<file path="config.mk">
export PLATFORM = sky130hd
export DESIGN_NAME = cake_order_gen_flat
export DESIGN_NICKNAME = d
export VERILOG_FILES = /design/src/rtl/cake_order_gen_pkg.sv /design/src/rtl/cake_order_gen_if.sv /design/src/rtl/cake_order_gen_lfsr.sv /design/src/rtl/cake_order.sv /design/src/flat_wrapper.sv
export SDC_FILE = /design/constraint.sdc
export NUM_CORES = 1
export LEC_CHECK = 0
export ABC_CLOCK_PERIOD_IN_PS = 2200
export BUFFER_PORTS_ARGS = -buffer_cell sky130_fd_sc_hd__buf_4
export CAP_MARGIN = 20
export CELL_PAD_IN_SITES_DETAIL_PLACEMENT = 1
export CELL_PAD_IN_SITES_GLOBAL_PLACEMENT = 2
export CORE_UTILIZATION = 39
export DETAILED_ROUTE_END_ITERATION = 8
export GPL_ROUTABILITY_DRIVEN = 0
export PLACE_DENSITY = 0.86
export SETUP_SLACK_MARGIN = 0.2
export SLEW_MARGIN = 15
export SYNTH_ARGS = -nofsm -noshare
export SYNTH_HDL_FRONTEND = slang
export SYNTH_SLANG_ARGS = --single-unit
</file>
<file path="constraint.sdc">
create_clock -name clock -period 2.2 [get_ports clock]
set_clock_uncertainty 0.2 [all_clocks]
set_input_delay 0.33 -clock clock [delete_from_list [all_inputs] [get_ports clock]]
set_output_delay 0.33 -clock clock [all_outputs]
set_load 0.01 [all_outputs]
</file>
<file path="src/rtl/cake_order_gen_pkg.sv">
// Shared constants, state encoding and cake helper for the cake sequence generator.
package bitbakery_pkg;

    localparam int          CAKE_W    = 3;
    localparam int          NUM_CAKES = 7;
    localparam int          LFSR_W    = 8;
    localparam logic [7:0]  LFSR_TAPS = 8'hB8;

    localparam logic [0:0]  STATE_IDLE   = 1'b0;
    localparam logic [0:0]  STATE_REPLAY = 1'b1;

    typedef enum logic [0:0] {
        ST_IDLE   = STATE_IDLE,
        ST_REPLAY = STATE_REPLAY
    } state_t;

    // Successor cake index, wrapping 6 -> 0.
    function automatic logic [CAKE_W-1:0] next_cake(input logic [CAKE_W-1:0] c);
        return (c >= CAKE_W'(NUM_CAKES - 1)) ? '0 : c + CAKE_W'(1);
    endfunction

endpackage

</file>
<file path="src/rtl/cake_order_gen_if.sv">
// Address stream from the sequence generator to the cake ROM (valid/ready with last marker).
interface cake_order_gen_if;
    import bitbakery_pkg::*;

    logic [CAKE_W-1:0] address;
    logic              addr_valid;
    logic              last;
    logic              addr_ready;

    modport master (output address, output addr_valid, output last, input addr_ready);
    modport slave  (input address, input addr_valid, input last, output addr_ready);

endinterface

</file>
<file path="src/rtl/cake_order_gen_lfsr.sv">
// Free-running 8-bit Fibonacci LFSR and its mapping onto a cake index 0..6.
module cake_lfsr
    import bitbakery_pkg::*;
(
    input  logic              clock,
    input  logic              reset_n,
    input  logic [LFSR_W-1:0] seed,
    output logic [LFSR_W-1:0] lfsr,
    output logic [CAKE_W-1:0] cake
);

    always_ff @(posedge clock) begin
        if (!reset_n) begin
            lfsr <= seed;
        end else begin
            lfsr <= {lfsr[LFSR_W-2:0], ^(lfsr & LFSR_TAPS)};
        end
    end

    // Value 7 is not a cake: fall back to the next field, then to cake 0.
    always_comb begin
        if (lfsr[2:0] != 3'd7) begin
            cake = lfsr[2:0];
        end else if (lfsr[5:3] != 3'd7) begin
            cake = lfsr[5:3];
        end else begin
            cake = '0;
        end
    end

endmodule

</file>
<file path="src/rtl/cake_order.sv">
// Cake memory-game sequence generator: grows a random cake sequence and replays it as ROM addresses.
// Optional build macro CAKE_ORDER_NO_REPEAT_EN forbids two equal consecutive entries.
module cake_order_gen
    import bitbakery_pkg::*;
#(
    parameter int         SEQ_DEPTH = 16,
    parameter logic [7:0] LFSR_SEED = 8'hA5
) (
    input  logic                           clock,
    input  logic                           reset_n,
    input  logic                           new_round,
    input  logic                           replay,
    input  logic                           clear,
    cake_order_gen_if.master               bus,
    output logic [$clog2(SEQ_DEPTH+1)-1:0] seq_len,
    output logic                           full,
    output logic                           busy
);

    localparam int LEN_W = $clog2(SEQ_DEPTH + 1);
    localparam int IDX_W = $clog2(SEQ_DEPTH);

    state_t            state, state_nxt;
    logic [IDX_W-1:0]  idx;
    logic [CAKE_W-1:0] mem [SEQ_DEPTH];
    logic [LFSR_W-1:0] lfsr;
    logic [CAKE_W-1:0] cake;
    logic [CAKE_W-1:0] wr_cake;
    logic              at_last;
    logic              beat;
    logic              do_append;
    logic              do_start;

    cake_lfsr u_lfsr (
        .clock   (clock),
        .reset_n (reset_n),
        .seed    (LFSR_SEED),
        .lfsr    (lfsr),
        .cake    (cake)
    );

    // An all-zero LFSR would lock up and freeze the cake stream.
    always_ff @(posedge clock) begin
        if (reset_n) begin
            assert (lfsr != '0);
        end
    end

`ifdef CAKE_ORDER_NO_REPEAT_EN
    logic [CAKE_W-1:0] prev_cake;
    assign prev_cake = mem[IDX_W'(seq_len - LEN_W'(1))];
    assign wr_cake   = (seq_len != '0 && cake == prev_cake) ? next_cake(cake) : cake;
`else
    assign wr_cake   = cake;
`endif

    assign full    = (seq_len == LEN_W'(SEQ_DEPTH));
    assign at_last = (LEN_W'(idx) == seq_len - LEN_W'(1));
    assign beat    = bus.addr_valid & bus.addr_ready;

    always_ff @(posedge clock) begin
        if (!reset_n) begin
            state <= ST_IDLE;
        end else begin
            state <= state_nxt;
        end
    end

    // clear outranks new_round, which outranks replay.
    always_comb begin
        state_nxt = state;
        do_append = 1'b0;
        do_start  = 1'b0;
        case (state)
            ST_IDLE: begin
                if (clear) begin
                    state_nxt = ST_IDLE;
                end else if (new_round) begin
                    if (!full) begin
                        do_append = 1'b1;
                        state_nxt = ST_REPLAY;
                    end
                end else if (replay && seq_len != '0) begin
                    do_start  = 1'b1;
                    state_nxt = ST_REPLAY;
                end
            end
            ST_REPLAY: begin
                if (clear || (beat && at_last)) begin
                    state_nxt = ST_IDLE;
                end
            end
            default: state_nxt = ST_IDLE;
        endcase
    end

    always_comb begin
        bus.addr_valid = 1'b0;
        bus.address    = '0;
        bus.last       = 1'b0;
        busy           = 1'b0;
        if (state == ST_REPLAY) begin
            bus.addr_valid = 1'b1;
            bus.address    = mem[idx];
            bus.last       = at_last;
            busy           = 1'b1;
        end
    end

    always_ff @(posedge clock) begin
        if (!reset_n) begin
            seq_len <= '0;
            idx     <= '0;
        end else if (clear) begin
            seq_len <= '0;
            idx     <= '0;
        end else begin
            if (do_append) begin
                seq_len <= seq_len + LEN_W'(1);
            end
            if (do_append || do_start) begin
                idx <= '0;
            end else if (state == ST_REPLAY && beat && !at_last) begin
                idx <= idx + IDX_W'(1);
            end
        end
    end

    // Storage is not reset; seq_len alone defines which entries are meaningful.
    always_ff @(posedge clock) begin
        if (reset_n && do_append) begin
            mem[seq_len[IDX_W-1:0]] <= wr_cake;
        end
    end

endmodule
</file>
<file path="src/flat_wrapper.sv">
// flat-port wrapper written by rule: the top's interface ports become plain ports
module cake_order_gen_flat import bitbakery_pkg::*;
#(
    parameter int         SEQ_DEPTH = 16,
    parameter logic [7:0] LFSR_SEED = 8'hA5
)
  (clock, reset_n, new_round, replay, clear, seq_len, full, busy, bus_address, bus_addr_valid, bus_last, bus_addr_ready);
  cake_order_gen_if bus_i ();
  input  logic clock;
  input  logic reset_n;
  input  logic new_round;
  input  logic replay;
  input  logic clear;
  output logic [$clog2(SEQ_DEPTH+1)-1:0] seq_len;
  output logic full;
  output logic busy;
  output wire logic [$bits(bus_i.address)-1:0] bus_address;
  output wire logic [$bits(bus_i.addr_valid)-1:0] bus_addr_valid;
  output wire logic [$bits(bus_i.last)-1:0] bus_last;
  input wire logic [$bits(bus_i.addr_ready)-1:0] bus_addr_ready;
  assign bus_address = bus_i.address;
  assign bus_addr_valid = bus_i.addr_valid;
  assign bus_last = bus_i.last;
  assign bus_i.addr_ready = bus_addr_ready;
  cake_order_gen #(.SEQ_DEPTH(SEQ_DEPTH), .LFSR_SEED(LFSR_SEED)) u_core (.clock(clock), .reset_n(reset_n), .new_round(new_round), .replay(replay), .clear(clear), .bus(bus_i), .seq_len(seq_len), .full(full), .busy(busy));
endmodule
</file>
# Word-level counts from Yosys, hierarchy flattened
# Memories as Yosys holds them, arrays and structs flattened. A register that Yosys moved wholly into a read port is not among the register bits.
# Index checks and enable logic that the tools add are counted.
[classes]
n_addsub = 3
multipliers = 0
div_mod_pow = 0
order_cmp = 0
eq_ne = 4
n_shift = 0
mux = 21
n_bitwise = 3
n_reduce_logical = 12
[op_table]
columns = ["op", "n"]
rows = [
  ["$mux 1", 15],
  ["$mux 3", 3],
  ["$mux 4", 2],
  ["$reduce_xor 8->1", 1],
  ["$ne 3x3->1 const B", 2],
  ["$add 5x1->5 const B", 1],
  ["$eq 4x5->1", 1],
  ["$eq 5x5->1 const B", 1],
  ["$logic_and 1x1->1", 5],
  ["$reduce_bool 5->1", 1],
  ["$sub 5x1->5 const B", 1],
  ["$add 4x1->4 const B", 1],
  ["$reduce_or 3->1", 1],
  ["$logic_or 1x1->1", 2],
  ["$not 1->1", 2],
  ["$pmux 1 s2", 1],
  ["$reduce_or 2->1", 1],
  ["$and 1x1->1", 1],
  ["$logic_not 1->1", 1],
]
[word_totals]
reg_bits = 18
latch_bits = 0
mem_bits_rw = 48
romBits = 0
input_bits = 6
output_inout_bits = 12
elab_cells = 48
memories = 1
[memory_table]
columns = ["memory", "depth", "word_bits", "read_ports", "rd_ports_with_merged_regs", "write_ports", "line", "text"]
rows = [
  ["u_core.mem", 16, 3, 1, 1, 1, "cake_order.sv:25", "logic [CAKE_W-1:0] mem [SEQ_DEPTH];"],
]

# Depth between registers and ports, before layout
[logic_depth]
word_depth = 9
depth_mapped = 8
depth_no_buf = 7

# By module
# A second synthesis with hierarchy kept.
[hier_totals]
hier_cells = 208
area_unflattened_um2 = 3060.4
[by_module_without_submodules]
columns = ["mod", "instances", "cells_per_inst", "area_each_um2", "seq_area_each_um2"]
rows = [
  ["cake_order_gen", 1, 175, 2725.1, 1721.7],
  ["cake_lfsr", 1, 33, 335.3, 160.2],
]

# Worst setup path before layout
# OpenSTA, ideal clock, no wires.
[synth_path]
kind = "flip-flop to output port"
start = "reg with a tool-made name"
end = "out bus_address[0]"
arrival_time_ps = 1727
required_time_ps = 1670
slack_ps = -57
path_stages_with_launch = 5
path_buffers = 1
path_cell_list = "dfxtp_1 > buf_6 > mux4_1 > mux4_2 > and2_1"
[synth_rtl]
columns = ["element", "line", "text"]
rows = [
  ["end: declaration", "flat_wrapper.sv:17", "output wire logic [$bits(bus_i.address)-1:0] bus_address;"],
]

==> impl_metrics.csv <==
group,metric,value,unit
detailed_routing,ant_nets,0,
yosys,avgSynthCellArea,14.87,um^2
timing,setup_viol,4,
place,post-dp-hpwl,4.653,mm
clock_tree,cts-root-to-sink-buffers,2,
die,floorplan.die.height,89.77,um
clock_tree,clock_tree_from_tritoncts,"done",
die,floorplan.initialDensity,0.4098,
clock_tree,cts_num_sinks,70,
cells_and_area,finish.net_count,260,
power,intPower,0.002051,W
power,report.power.total,0.002650,W
cells_and_area,diodes,0,
timing,timing.final.ws_setup,-0.4546,ns
yosys,syn-cell-area,3004,um^2
power,switching_share,0.2260,
run_status,violations_in_the_final_reports,"negative setup slack",
cells_and_area,drive_gt1_frac,0.4134,
die,fp.coreArea,7331,um^2
place,io_buffers,17,
cells_and_area,mostFrequentLayoutCell,"sky130_fd_sc_hd__edfxtp_1",
yosys,synth-warning-count,0,
detailed_routing,drc_errors,0,
grt,grt_pass1_vias,1960,
timing,worstMarginPinSlew,0.5712,ns
worst_setup_path,rrSetupSlack,0.03,ns
yosys,synth_area_leaders,"sky130_fd_sc_hd__edfxtp_1, sky130_fd_sc_hd__dfxtp_1, sky130_fd_sc_hd__mux4_2",
worst_setup_path,setup.worst_path.class,"reg -> out",
grt,grt_max_degree,17,
power,powerDensity,703.2,nW/um^2
power,power.static_leakage,1.309,nW
place,place_inst,326,
power,power.combinational.fraction,0.070,
die,top_level_ports,18,
timing,finalHoldViolations,0,
timing,clock.fmax,0.3767,GHz
detailed_routing,wl,6.742,mm
yosys,synth_cell_type_count,40,
grt,global_route.usage.total,0.1827,
grt,gr-total-overflow,0,
grt,number_of_antenna_violations_at_the_first_check_in_global_routing,0,
detailed_routing,via_count,1796,
yosys,number_of_synthesized_flops_with_an_enable_pin,48,
power,max-vdd-ir-drop,0.0003551,V
timing,final.period_utilization,1.207,
yosys,netlist.top_cell.by_area,"sky130_fd_sc_hd__edfxtp_1",
run_status,run_status,"complete, but fails checks",
cells_and_area,layout.cells.most_common_list,"sky130_fd_sc_hd__edfxtp_1, sky130_fd_sc_hd__buf_4, sky130_fd_sc_hd__nor2_1, sky130_fd_sc_hd__dfxtp_1, sky130_fd_sc_hd__mux4_2",
worst_setup_path,worst_ep_arrival_time,2.12,ns
cells_and_area,layout-area-overhead-vs-synth,25.45,%
power,seqPwrFrac,0.553,
die,die_area,8058,um^2
clock_tree,cts.clk_slew.worst_paths,0.08,ns
run,max_cap_violations,0,
detailed_routing,drt_iter0_markers,97,
timing,slew_headroom,0.6192,
clock_tree,cts-root-buf,"sky130_fd_sc_hd__clkbuf_8",
clock_tree,cts-buffers-inserted,9,
detailed_routing,viasPerCell,5.088,
timing,finalCriticalPeriod,2.655,ns
worst_setup_path,critical_path.max_fanout,5,
detailed_routing,first_pass_iters,4,
die,die-width,89.77,um
yosys,yosys_most_used_dff,"sky130_fd_sc_hd__edfxtp_1",
yosys,sequential_cell_area_fraction_in_the_yosys_report,0.6264,
worst_setup_path,start_kind,"flip-flop",
yosys,ys_seq_elements,70,
min_path,worst_min_path_class,"in -> reg",
yosys,post-synth-top-area-fraction,0.4798,
yosys,post_syn_nets,213,
clock_tree,clkLatencyLatePin,0.34,ns
power,netSwitchingPower,0.0005988,W
power,clkPwrFrac,0.376,
timing,report.final.slew_viol_count,0,
die,rows,31,
yosys,synthesis.instances,202,
clock_tree,htreeDepth,3,
worst_setup_path,critPathCaptureType,"output pin",
cells_and_area,layoutNonFillerInstCount,353,
timing,grt_setup_unrepaired,"true",
yosys,synthArstFlopShare,0,
worst_setup_path,crit_required,1.67,ns
detailed_routing,wire_per_inst,19.10,um
grt,wire_length_of_the_first_global_routing_pass,10.78,mm
[what timing repair did]
action	CTS	global route
gates resized for setup	21	13
buffers inserted	7	3
hold buffers	0	0
cloned	1	0
pin swaps	9	5
setup endpoints to repair	12	20
[sequential cells by signal (all words and copies together), names as in the netlist, named ones only]
name                flops
u_core.state            1
u_core.mem             48
u_core.seq_len          5
u_core.idx              4
u_core.u_lfsr.lfsr      8
[stage by stage]
stage | worst slack, ns | hold WS [ns] | TNS (ns) | util | cell area [um^2]
3_5_place_dp | -0.1472 | 0.1970 | -0.3419 | 0.4591 | 3366
4_1_cts | -0.4712 | 0.03424 | -1.573 | 0.5057 | 3707
2_1_floorplan | 0.04379 | 0.1863 | 0 | - | 3038
5_1_grt | -0.5026 | 0.04832 | -1.752 | 0.5141 | 3769
3_3_place_gp | -0.09947 | 0.1926 | -0.2154 | 0.4591 | 3366
6_report | -0.4546 | 0.05360 | -1.436 | 0.5141 | 3769
[cells in the mapped netlist, types with 3 or more instances]
| cell | n |
|---|---|
| sky130_fd_sc_hd__ha_1 | 5 |
| sky130_fd_sc_hd__inv_1 | 5 |
| sky130_fd_sc_hd__a21oi_1 | 3 |
| sky130_fd_sc_hd__nor2_1 | 27 |
| sky130_fd_sc_hd__mux4_2 | 9 |
| sky130_fd_sc_hd__nand2_1 | 13 |
| sky130_fd_sc_hd__dfxtp_1 | 22 |
| sky130_fd_sc_hd__buf_6 | 3 |
| sky130_fd_sc_hd__xor2_1 | 6 |
| sky130_fd_sc_hd__nand4_1 | 3 |
| sky130_fd_sc_hd__nand2b_1 | 5 |
| sky130_fd_sc_hd__and2_1 | 8 |
| sky130_fd_sc_hd__xnor2_1 | 6 |
| sky130_fd_sc_hd__edfxtp_1 | 48 |
| sky130_fd_sc_hd__mux4_1 | 6 |
[power by group through the flow]
stage / Clock (W) / Sequential, W / Combinational (W)
after floorplan: 0 / 0.00150 / 0.0000957
after global placement: 0 / 0.00150 / 0.000161
after detailed placement: 0 / 0.00150 / 0.000169
after CTS: 0.00102 / 0.00147 / 0.000184
after global routing: 0.00107 / 0.00147 / 0.000206
final: 0.000997 / 0.00147 / 0.000187
[layout make-up]
type                       instances  area [um^2]
tap                               99        123.9
inverter                           5        23.77
clock inverter                     6        62.56
timing repair buffer              43        394.1
multi-input combinational        120         1139
fill                             713         3562
clock buffer                      10        127.6
sequential                        70         1898
[worst max-delay path: stages, from the launching register on]
cell and delay [ns]:
sky130_fd_sc_hd__dfxtp_4 0.40, sky130_fd_sc_hd__buf_12 0.13, sky130_fd_sc_hd__mux4_2 0.49, sky130_fd_sc_hd__mux4_2 0.49, sky130_fd_sc_hd__and2_4 0.15, sky130_fd_sc_hd__buf_6 0.11
[logic make-up after synthesis]
| kind of cell | synth area share |
|---|---|
| adders and majority gates | 0.02082 |
| AOI/OAI and AO/OA | 0.02874 |
| and+or+nand+nor | 0.1229 |
| muxes | 0.1341 |
| DFF | 0.6264 |
| buffers and inverters | 0.02415 |
| xor gates and xnor gates | 0.04290 |
[per-layer routing]
layer / share of wire / global-route usage / vias up
met5: 0 / 0 / -
met4: 0.021 / 0.06284 / 0
met3: 0.034 / 0.05499 / 10
met2: 0.51 / 0.3051 / 38
met1: 0.43 / 0.2257 / 907
li1: - / - / 841
[path summary, 6_finish.rpt]
check	startpoint	endpoint	cells after the start
max reg2reg	u_core.seq_len[0]	flip-flop	9
max	flip-flop	bus_address[0]	5
min	reset_n	u_core.u_lfsr.lfsr[0]	2
min reg2reg	u_core.u_lfsr.lfsr[6]	u_core.u_lfsr.lfsr[7]	1
(Power assumes the default switching activity.)
